[src/rtl/speed_pkg.sv]
// speed_pkg
//   Shared status encodings for the speed/pause interface between the button
//   control FSM (producer) and speed_stepper (consumer).
//   Codes: ST_LOW=0, ST_MID=1, ST_HIGH=2, ST_PAUSE=3.
package speed_pkg;

  typedef enum logic [1:0] {
    ST_LOW   = 2'd0,
    ST_MID   = 2'd1,
    ST_HIGH  = 2'd2,
    ST_PAUSE = 2'd3
  } status_t;

  // Status value the stepper comes out of reset with.
  localparam status_t ST_RESET = ST_MID;

endpackage

[src/rtl/step_divider.sv]
// step_divider
//   Step period divider. Holds the cycle counter, selects the step period
//   from the registered status and flags the terminal cycle of each step.
// Ports
//   clk     in  1      system clock, rising edge
//   rst     in  1      synchronous reset, active-high (cnt <= 0)
//   run     in  1      count enable; low freezes cnt (pause)
//   status  in  2      registered speed code selecting the period
//   term    out 1      high during the last cycle of a step (combinational)
module step_divider
  import speed_pkg::*;
#(
  parameter int DIV_LOW  = 50_000_000,
  parameter int DIV_MID  = 25_000_000,
  parameter int DIV_HIGH = 12_500_000,
  parameter int CNT_W    = 27
) (
  input  logic             clk,
  input  logic             rst,
  input  logic             run,
  input  status_t          status,
  output logic             term
);

  logic [CNT_W-1:0] cnt;
  logic [CNT_W-1:0] period_m1;

  // Terminal count for the current speed. The pause code never reaches the
  // compare because run is low then; it simply shares the low-speed value.
  always_comb begin
    period_m1 = CNT_W'(DIV_LOW - 1);
    case (status)
      ST_LOW:  period_m1 = CNT_W'(DIV_LOW - 1);
      ST_MID:  period_m1 = CNT_W'(DIV_MID - 1);
      ST_HIGH: period_m1 = CNT_W'(DIV_HIGH - 1);
      default: period_m1 = CNT_W'(DIV_LOW - 1);
    endcase
  end

  // ">=" rather than "==": after a speed-up leaves cnt beyond the new
  // terminal count, the step fires immediately instead of waiting for wrap.
  assign term = run && (cnt >= period_m1);

  // Counter is never cleared by a speed change, only by a step or reset,
  // so slow-downs stretch the current step and pauses keep partial progress.
  always_ff @(posedge clk) begin
    if (rst) begin
      cnt <= '0;
    end else if (run) begin
      if (term) cnt <= '0;
      else      cnt <= cnt + 1'b1;
    end
  end

endmodule

[src/rtl/speed_stepper.sv]
// speed_stepper
//   Turns the 2-bit speed/pause status into a timed step stream. Each step
//   pulses step_tick for one cycle, rotates a one-hot LED pattern and
//   advances a 16-bit step counter.
// Ports
//   clk         in  1      system clock, rising edge
//   rst         in  1      synchronous reset, active-high
//   status      in  2      0 low, 1 mid, 2 high, 3 pause
//   dir         in  1      0 rotate toward MSB, 1 rotate toward LSB
//   step_tick   out 1      one-cycle pulse per step
//   led         out LED_N  one-hot position
//   step_count  out 16     steps taken, wraps modulo 2**16
//   paused      out 1      high while registered status is pause
module speed_stepper
  import speed_pkg::*;
#(
  parameter int DIV_LOW  = 50_000_000,
  parameter int DIV_MID  = 25_000_000,
  parameter int DIV_HIGH = 12_500_000,
  parameter int CNT_W    = 27,
  parameter int LED_N    = 8
) (
  input  logic             clk,
  input  logic             rst,
  input  logic [1:0]       status,
  input  logic             dir,
  output logic             step_tick,
  output logic [LED_N-1:0] led,
  output logic [15:0]      step_count,
  output logic             paused
);

  status_t status_q;
  logic    run;
  logic    term;

  assign run = (status_q != ST_PAUSE);

  // One register stage on the incoming status; paused follows it by one
  // more edge since it is derived from the registered copy.
  always_ff @(posedge clk) begin
    if (rst) begin
      status_q <= ST_RESET;
      paused   <= 1'b0;
    end else begin
      status_q <= status_t'(status);
      paused   <= (status_q == ST_PAUSE);
    end
  end

  step_divider #(
    .DIV_LOW  (DIV_LOW),
    .DIV_MID  (DIV_MID),
    .DIV_HIGH (DIV_HIGH),
    .CNT_W    (CNT_W)
  ) u_div (
    .clk    (clk),
    .rst    (rst),
    .run    (run),
    .status (status_q),
    .term   (term)
  );

  // Step outputs all update on the edge that ends the terminal cycle, so
  // step_tick is high exactly while led/step_count show the new step.
  // dir is only looked at here, which makes a change take effect at the
  // next step. Rotation of a one-hot value keeps it one-hot.
  always_ff @(posedge clk) begin
    if (rst) begin
      step_tick  <= 1'b0;
      led        <= LED_N'(1);
      step_count <= '0;
    end else begin
      step_tick <= term;
      if (term) begin
        if (dir) led <= {led[0], led[LED_N-1:1]};
        else     led <= {led[LED_N-2:0], led[LED_N-1]};
        step_count <= step_count + 16'd1;
      end
    end
  end

endmodule

[config.mk]
export PLATFORM = sky130hd
export DESIGN_NAME = speed_stepper
export DESIGN_NICKNAME = d
export VERILOG_FILES = /design/src/rtl/speed_pkg.sv /design/src/rtl/step_divider.sv /design/src/rtl/speed_stepper.sv
export SDC_FILE = /design/constraint.sdc
export NUM_CORES = 1
export LEC_CHECK = 0
export ABC_AREA = 0
export BUFFER_PORTS_ARGS = -buffer_cell sky130_fd_sc_hd__buf_2
export CORE_MARGIN = 4
export CORE_UTILIZATION = 55
export CTS_BUF_LIST = sky130_fd_sc_hd__clkbuf_2
export DETAILED_ROUTE_END_ITERATION = 12
export GPL_ROUTABILITY_DRIVEN = 0
export GPL_TIMING_DRIVEN = 1
export HOLD_SLACK_MARGIN = 0.15
export PLACE_DENSITY = 0.75
export SKIP_CTS_REPAIR_TIMING = 1
export SLEW_MARGIN = 20
export SYNTH_ARGS = -nofsm -noshare
export SYNTH_HDL_FRONTEND = slang
export SYNTH_SLANG_ARGS = --single-unit
export TNS_END_PERCENT = 20
[constraint.sdc]
create_clock -name clk -period 4 [get_ports clk]
set_input_delay 0 -clock clk [delete_from_list [all_inputs] [get_ports clk]]
set_output_delay 0 -clock clk [all_outputs]
set_load 0.1 [all_outputs]
Word level (Yosys, flattened, before mapping):

Cells that the tools add are included.

* equal/unequal tests: 4
* multiplexer cells: 3
* add/sub/neg operators: 2
* order comparisons: 1
* reductions and logical operators: 1

Operator list (number)
* 26-bit case mux with 2 select lines: 1
* 27-bit by 1-bit adder with 27-bit output, second input constant: 1
* 27-bit by 26-bit greater-or-equal comparator with 1-bit output: 1
* 27-bit two-way mux: 1
* 16-bit by 1-bit adder with 16-bit output, second input constant: 1
* 8-bit two-way mux: 1
* 2-bit equality test, second input constant: 2
* 2-bit by 1-bit equality test with 1-bit output, second input constant: 1
* 2-bit inequality test, second input constant: 1
* 1-bit logical AND: 1

* input port bits: 5
* word-level logic and storage cells: 17
* bits in registers: 55
* output and inout port bits: 26

Depth between registers and ports, before layout:

Gate-level depths: netlist of run 1.

* depth after elaboration: 5
* depth in mapped cells: 13
* depth with buffers taken out: 10

Modules after synthesis:

From an unflattened synthesis of run 1, not the netlist that was laid out.

* cells, all modules: 341
* area total of the unflattened synthesis: 3025.4 um2

Modules (own cells, without submodules)
* step_divider: instances 1, sequential area each 540.5 um2, cells each 211, area an instance 1834.3 um2
* speed_stepper: instances 1, sequential area each 560.5 um2, cells each 130, area an instance 1191.1 um2

Least setup slack after synthesis of run 1:

No wires, ideal clock.

* kind: register -> register
* start point: register status_q[0]
* end point: register u_div.cnt[8]
* data arrival time: 2.663 ns
* clock period less this slack: 2.727 ns
* setup slack: 1.273 ns
* data required time: 3.935 ns
* setup time: 0.065 ns
* path buffers: 3
* stages on the path, launching flop included: 14
* cells stage by stage: dfxtp_1 inv_1 ha_1 clkbuf_2 inv_1 ha_1 a211oi_1 o21ai_0 a221oi_1 o2111ai_2 a21o_1 buf_2 buf_2 nor2_1

* longest elaborated chain between the ends: 5
* elaborated cells on any way between the ends: 7
* classes of those cells: order compare: 1; eq/ne: 3; mux: 2; reduce/logical: 1

RTL lines
* from (decl): RTL line speed_stepper.sv:33 `status_t status_q;`
* from (signal assigned): RTL line speed_stepper.sv:46 `status_q <= status_t'(status);`
* 2-bit equality test or 2-bit by 1-bit equality test with 1-bit output (tied branches): RTL line step_divider.sv:32 `case (status)`
* 26-bit case mux with 2 select lines: RTL line step_divider.sv:32
* 27-bit by 26-bit greater-or-equal comparator with 1-bit output: RTL line step_divider.sv:42 `assign term = run && (cnt >= period_m1);`
* 1-bit logical AND: RTL line step_divider.sv:42
* 27-bit two-way mux: RTL line step_divider.sv:50 `if (term) cnt <= '0;`
* to (signal assigned): RTL line step_divider.sv:51 `else cnt <= cnt + 1'b1;`
* to (decl): RTL line step_divider.sv:25 `logic [CNT_W-1:0] cnt;`

Parallel ways exist; a longest one is shown, timed or not.
A chain may end at the register's enable or synchronous reset.

Final worst setup path of run 1:

* start point: register status_q[0]
* end point: register led[7]

* longest elaborated chain between the ends: 4
* elaborated cells on any way between the ends: 6
* classes of those cells: order compare: 1; eq/ne: 3; mux: 1; reduce/logical: 1

RTL lines
* 2-bit equality test or 2-bit by 1-bit equality test with 1-bit output (tied branches): RTL line step_divider.sv:32
* 26-bit case mux with 2 select lines: RTL line step_divider.sv:32
* 27-bit by 26-bit greater-or-equal comparator with 1-bit output: RTL line step_divider.sv:42
* 1-bit logical AND (*): RTL line step_divider.sv:42
* to (signal assigned): RTL line speed_stepper.sv:76 `if (dir) led <= {led[0], led[LED_N-1:1]};`
* to (signal assigned): RTL line speed_stepper.sv:77 `else led <= {led[LED_N-2:0], led[LED_N-1]};`
* to (decl): RTL line speed_stepper.sv:28 `output logic [LED_N-1:0] led,`

Every way passes the cells marked *; elsewhere a longest branch is shown, timed or not.

==> results.toml, run 1 <==
[yosys]
synthCells = 328
ys_async_sr_fraction = 0
ys_seq_area_frac = 0.381
yosys_most_used_dff = "dfxtp_1"
synth_cell_types = 50
synth.net_count = 345
ys_seq_elements = 55
ys_warn_count = 0
postSynthAreaPerCell_um2 = 8.80
netlist_area_mm2 = 0.00289
synth-edff-count = 0

[global_route]
antenna_found_initial = 0
grt_start_max_net_pins = 34
grt_pass1_wl_um = 10100
grt.overflow.total = 0
grt_util_all_layers = 0.192
grt_pass1_vias = 2283

[detailed_routing]
drtPass1Iterations = 4
via_per_inst = 5.59
postRouteAntennaNets = 0
routed_wl_um = 5770
drc = 0
wire_per_inst_um = 13.5
drt_iter0_drc = 101
vias = 2394

[final_layout]
layout.nets = 374
seq_area_mm2 = 0.00110
layout-drive-gt1-share = 0.145
fin_util = 0.621
area_growth_pct = 9.88
n_antenna_cell = 0
layout_commonest_cell = "dfxtp_1"
multi_input_area_mm2 = 0.00167
fillers = 460
final_cell_mix = "dfxtp_1, nor2_1, buf_2, a21oi_1, xor2_1"

[worst_setup_path]
r2r_end = "led[7]"
reg2reg_slack_ps = 350
crit_slowest_cell = "dlygate4sd3_1"
critPathKind = "flop to flop"
crit_path_end_kind = "flop"
slowest_delay_ps = 600
cp.required_ps = 4410
start_kind = "flop"
crit_chain = "inv_1 > ha_1 > inv_1 > ha_1 > a211oi_1 > o21ai_0 > a221oi_1 > o2111a_2 > nor2_2 > a211oi_1 > dlygate4sd3_1"
r2r-start = "status_q[0]"
cp.arrival_ps = 4070
worst-path-buf-inv = 3
critPathTopFamily = "compound AO/OA/AOI/OAI gates"
rr_worst_depth = 11
crit_path_start = "status_q[0]"
cp_max_fo = 21

[sta]
min_period_ps = 3650
fmax_mhz = 274
finalCritPeriodShare = 0.913
drv_slew = 0
max-slew-margin-rel = 0.438
tightest_slew_ps = 843
fin_skew_ps = 50.4
rsz0062_at_grt = "no"
hold_viol = 0
setup_tns_ps = 0
finalSetupViolations = 0

[flow_run]
max_cap_viol_count = 0

[floorplan]
rows = 26
ioPinCount = 31
die-area_mm2 = 0.00647
core-area_mm2 = 0.00511
die_y_um = 80.5
dieWidth_um = 80.5
start_util = 0.565

[status]
status = "finished, final reports clean"

[power_and_ir_drop]
ir_worst_vdd_uv = 167
powerDensity_mw_per_mm2 = 264
power_mw = 0.837
p_leak_nw = 1.25

[clocking]
clkTransAtPathRegs_ps = 270
cts_tree = "yes"
clock-sinks = 55
cts-root-buf = "clkbuf_2"
clockBufferDepth = 2
cts_buffers = 5
insertion_delay_ps = 470
htree_levels = 2

[min_path]
hp-start = "status[0]"
whs_path_depth = 3
min_path_type = "primary input to flop"
hold_end = "status_q[0]"

[place]
numPortBuffers = 30
hpwl_um = 3980
stage by stage:
step	hold slack, ps	setup slack (ps)	cells	instance area (um2)
after global routing	247	146	428	3170
after floorplan	104	1270	328	2890
after CTS	-300	815	422	3110
after global placement	199	978	414	3070
final	258	348	428	3170
after detailed placement	202	885	414	3070
sequential cells by signal (all words and copies together), names as in the netlist:
name,flops
step_tick,1
u_div.cnt,27
paused,1
led,8
status_q,2
step_count,16
worst max path at each step:
stage                               end  slack (ps)  cells past startpoint
after global placement    u_div.cnt[16]         980                     11
after global routing             led[7]         150                     11
final                            led[7]         350                     11
after CTS                 u_div.cnt[15]         820                     11
after detailed placement  u_div.cnt[23]         890                     11
after floorplan            u_div.cnt[8]        1270                     13
report_power, final:
part           leakage [nW]  switching, mW  internal, mW
registers             0.444        0.00486         0.555
clock network        0.0266          0.181        0.0421
logic                 0.776         0.0324        0.0217
synth_stat cells (all sizes together), types with 4 or more instances:
library cell,count,area (um2)
o21ai,4,20.0
o31ai,6,45.0
ha,12,150
dfxtp,55,1100
nor2,45,171
nand3,13,65.1
mux2i,9,90.1
buf,8,45.0
xnor2,10,87.6
nand2,14,52.6
nor2b,6,37.5
xor2,22,200
inv,10,37.5
nor3,7,40.0
and2,4,25.0
nand4,14,87.6
and4,4,35.0
or4,4,30.0
a211oi,9,67.6
a21oi,24,120
and3,5,31.3
clkbuf,9,35.0
per-layer routing:
| metal | share of wire | wire length (um) | GRT usage |
|---|---|---|---|
| met3 | 0.027 | 158 | 0.0336 |
| met2 | 0.48 | 2770 | 0.320 |
| met1 | 0.48 | 2770 | 0.255 |
| met5 | 0 | 0 | 0 |
| met4 | 0.011 | 62 | 0.0507 |
cells by family (layout without fill, tap and decap cells):
group / count (synthesis) / count (layout) / share of synthesized area
AND/OR/NAND/NOR: 130 / 130 / 0.244
multiplexers: 11 / 11 / 0.0390
buffers and inverters: 27 / 57 / 0.0407
AO/OA/AOI/OAI: 61 / 61 / 0.143
XOR/XNOR: 32 / 32 / 0.0997
flip-flops: 55 / 55 / 0.381
adder cells (fa/ha/maj): 12 / 12 / 0.0520
worst reg2reg max path, delay by kind of cell, from the launching register on:
family	cells	cell delay [ps]
adders and majority gates	2	700
DFF	1	450
and+or+nand+nor	1	180
AOI/OAI and AO/OA	5	1510
buffers and inverters	3	770
layout make-up:
cell class                      instances  area share
Clock buffer                            5     0.00789
Timing Repair Buffer                   39      0.0733
Multi-Input combinational cell        246       0.526
Inverter                               10      0.0118
Tap cell                               70      0.0276
Sequential cell                        55       0.347
Clock inverter                          3     0.00631
Note: power is estimated with default switching activity, not from simulation.
==> inputs of run 2 (changes only) <==
--- a/config.mk
+++ b/config.mk
@@ -9,7 +9,7 @@
 export BUFFER_PORTS_ARGS = -buffer_cell sky130_fd_sc_hd__buf_2
 export CORE_MARGIN = 4
 export CORE_UTILIZATION = 55
-export CTS_BUF_LIST = sky130_fd_sc_hd__clkbuf_2
+export CTS_BUF_LIST = sky130_fd_sc_hd__clkbuf_4
 export DETAILED_ROUTE_END_ITERATION = 12
 export GPL_ROUTABILITY_DRIVEN = 0
 export GPL_TIMING_DRIVEN = 1
==> constraint.sdc (replaced) <==
create_clock -name clk -period 4 [get_ports clk]
set_input_delay 0.8 -clock clk [delete_from_list [all_inputs] [get_ports clk]]
set_output_delay 0.8 -clock clk [all_outputs]
set_load 0.1 [all_outputs]
==> run 2 against run 1 <==
Net effect:
- design area is 1.5% lower
- maximum frequency is 16% higher
- global-route usage is 0.071 points higher
==> results.toml, run 2 (same netlist as run 1, synthesis figures left out) <==
[final_layout]
layout.nets = 368
layout_commonest_cell = "dfxtp_1"
largest_register = "u_div.cnt"
design_area_mm2 = 0.00313
largestRegisters = "u_div.cnt x27, step_count x16, led x8"
n_antenna_cell = 0
layout-drive-gt1-share = 0.148
largest_reg_flops = 27
area_growth_pct = 8.23
final_cell_mix = "dfxtp_1, nor2_1, buf_2, a21oi_1, xor2_1"

[global_route]
grt_pass1_vias = 2284
grt_util_all_layers = 0.193
grt.busiest_layer = "met2"
grt_start_max_net_pins = 34
grt_pass1_wl_um = 10200
grtUsageMet2 = 0.320
antenna_found_initial = 0
grt.overflow.total = 0
grt_use_met3 = 0.0336
grt_util_met1 = 0.255

[power_and_ir_drop]
power_mw = 0.855
p_leak_nw = 1.22
powerDensity_mw_per_mm2 = 274
ir_worst_vdd_uv = 158

[floorplan]
dieWidth_um = 80.5
die_y_um = 80.5
rows = 26
core-area_mm2 = 0.00511
die-area_mm2 = 0.00647
ioPinCount = 31
start_util = 0.565

[sta]
fin_ws_ps = 859
fin_skew_ps = 19.6
fmax_mhz = 318
rsz0062_at_grt = "no"
hold_viol = 0
max-slew-margin-rel = 0.434
setup_tns_ps = 0
min_period_ps = 3140
finalSetupViolations = 0
finalCritPeriodShare = 0.785
drv_slew = 0
tightest_slew_ps = 849

[detailed_routing]
postRouteAntennaNets = 0
drt_iter0_drc = 82
routed_wl_um = 5690
vias = 2363
wire_per_inst_um = 13.5
drc = 0
via_per_inst = 5.60
drtPass1Iterations = 4

[worst_setup_path]
cp.required_ps = 4310
slowest_delay_ps = 470
cp_max_fo = 27
start_kind = "flop"
crit_path_end_kind = "flop"
critPathTopFamily = "compound AO/OA/AOI/OAI gates"
critPathKind = "flop to flop"
crit_chain = "inv_1 > ha_1 > inv_1 > ha_1 > a211oi_1 > o21ai_0 > a221oi_1 > o2111ai_2 > buf_4 > a21o_1 > nor2_1"
rr_worst_depth = 11
crit_slowest_cell = "a21o_1"
worst-path-buf-inv = 3
cp.arrival_ps = 3450
cp.depth = 11

[clocking]
cts_buffers = 5
clock-sinks = 55
cts-root-buf = "clkbuf_4"
insertion_delay_ps = 390
clockBufferDepth = 2
cts_tree = "yes"
htree_levels = 2
clkTransAtPathRegs_ps = 170

[flow_run]
max_cap_viol_count = 0

[place]
place_area_mm2 = 0.00307
numPortBuffers = 30
hpwl_um = 3980
preCtsSetupSlack_ps = 885

[min_path]
whs_path_depth = 2
min_path_type = "flop to flop"

[status]
status = "finished, final reports clean"
[run 2: changes by cell type in the layout (fill, tap and decap cells not counted), sizes merged]
cell	before	now
dlygate4sd3	6	0
[run 2: per-stage QoR]
step                      cells   util  hold WS, ps
after floorplan             328      -          472
after detailed placement    414  0.601          469
after global placement      414  0.601          455
final                       422  0.612          489
after CTS                   422  0.612          493
after global routing        422  0.612          523
[run 2: per-layer routing]
metal | part of all wire | up-vias
met5 | 0 | -
met4 | 0.012 | 0
met3 | 0.027 | 8
met2 | 0.47 | 32
met1 | 0.49 | 1102
li1 | - | 1221
[run 2: final timing paths]
check / from / end / slack (ps)
hold / removal: step_count[15] / step_count[15] / 490
setup reg to reg: status_q[0] / u_div.cnt[15] / 860
hold reg to reg: step_count[15] / step_count[15] / 490
setup / recovery: status_q[0] / u_div.cnt[15] / 860
[run 2: power breakdown]
part | switching, mW | internal, mW | leakage, nW
registers | 0.00488 | 0.553 | 0.444
clock network | 0.179 | 0.0680 | 0.0288
logic | 0.0318 | 0.0185 | 0.747
total | 0.215 | 0.640 | 1.22
[run 2: final cells by class]
type                    count  area, um2
fillers                   459       1980
multi-input cells         246       1670
flip-flops and latches     55       1100
repair buffers             33        173
well taps                  70       87.6
clock buffers               5       37.5
inverters                  10       37.5
clock inverters             3       20.0
[run 2: worst reg2reg max path, delay by kind of cell (launching register included)]
| kind | cells | cell delay, ps |
|---|---|---|
| simple gates | 1 | 210 |
| buf+inv | 3 | 390 |
| fa+ha+maj | 2 | 700 |
| compound gates | 5 | 1350 |
| flops | 1 | 410 |
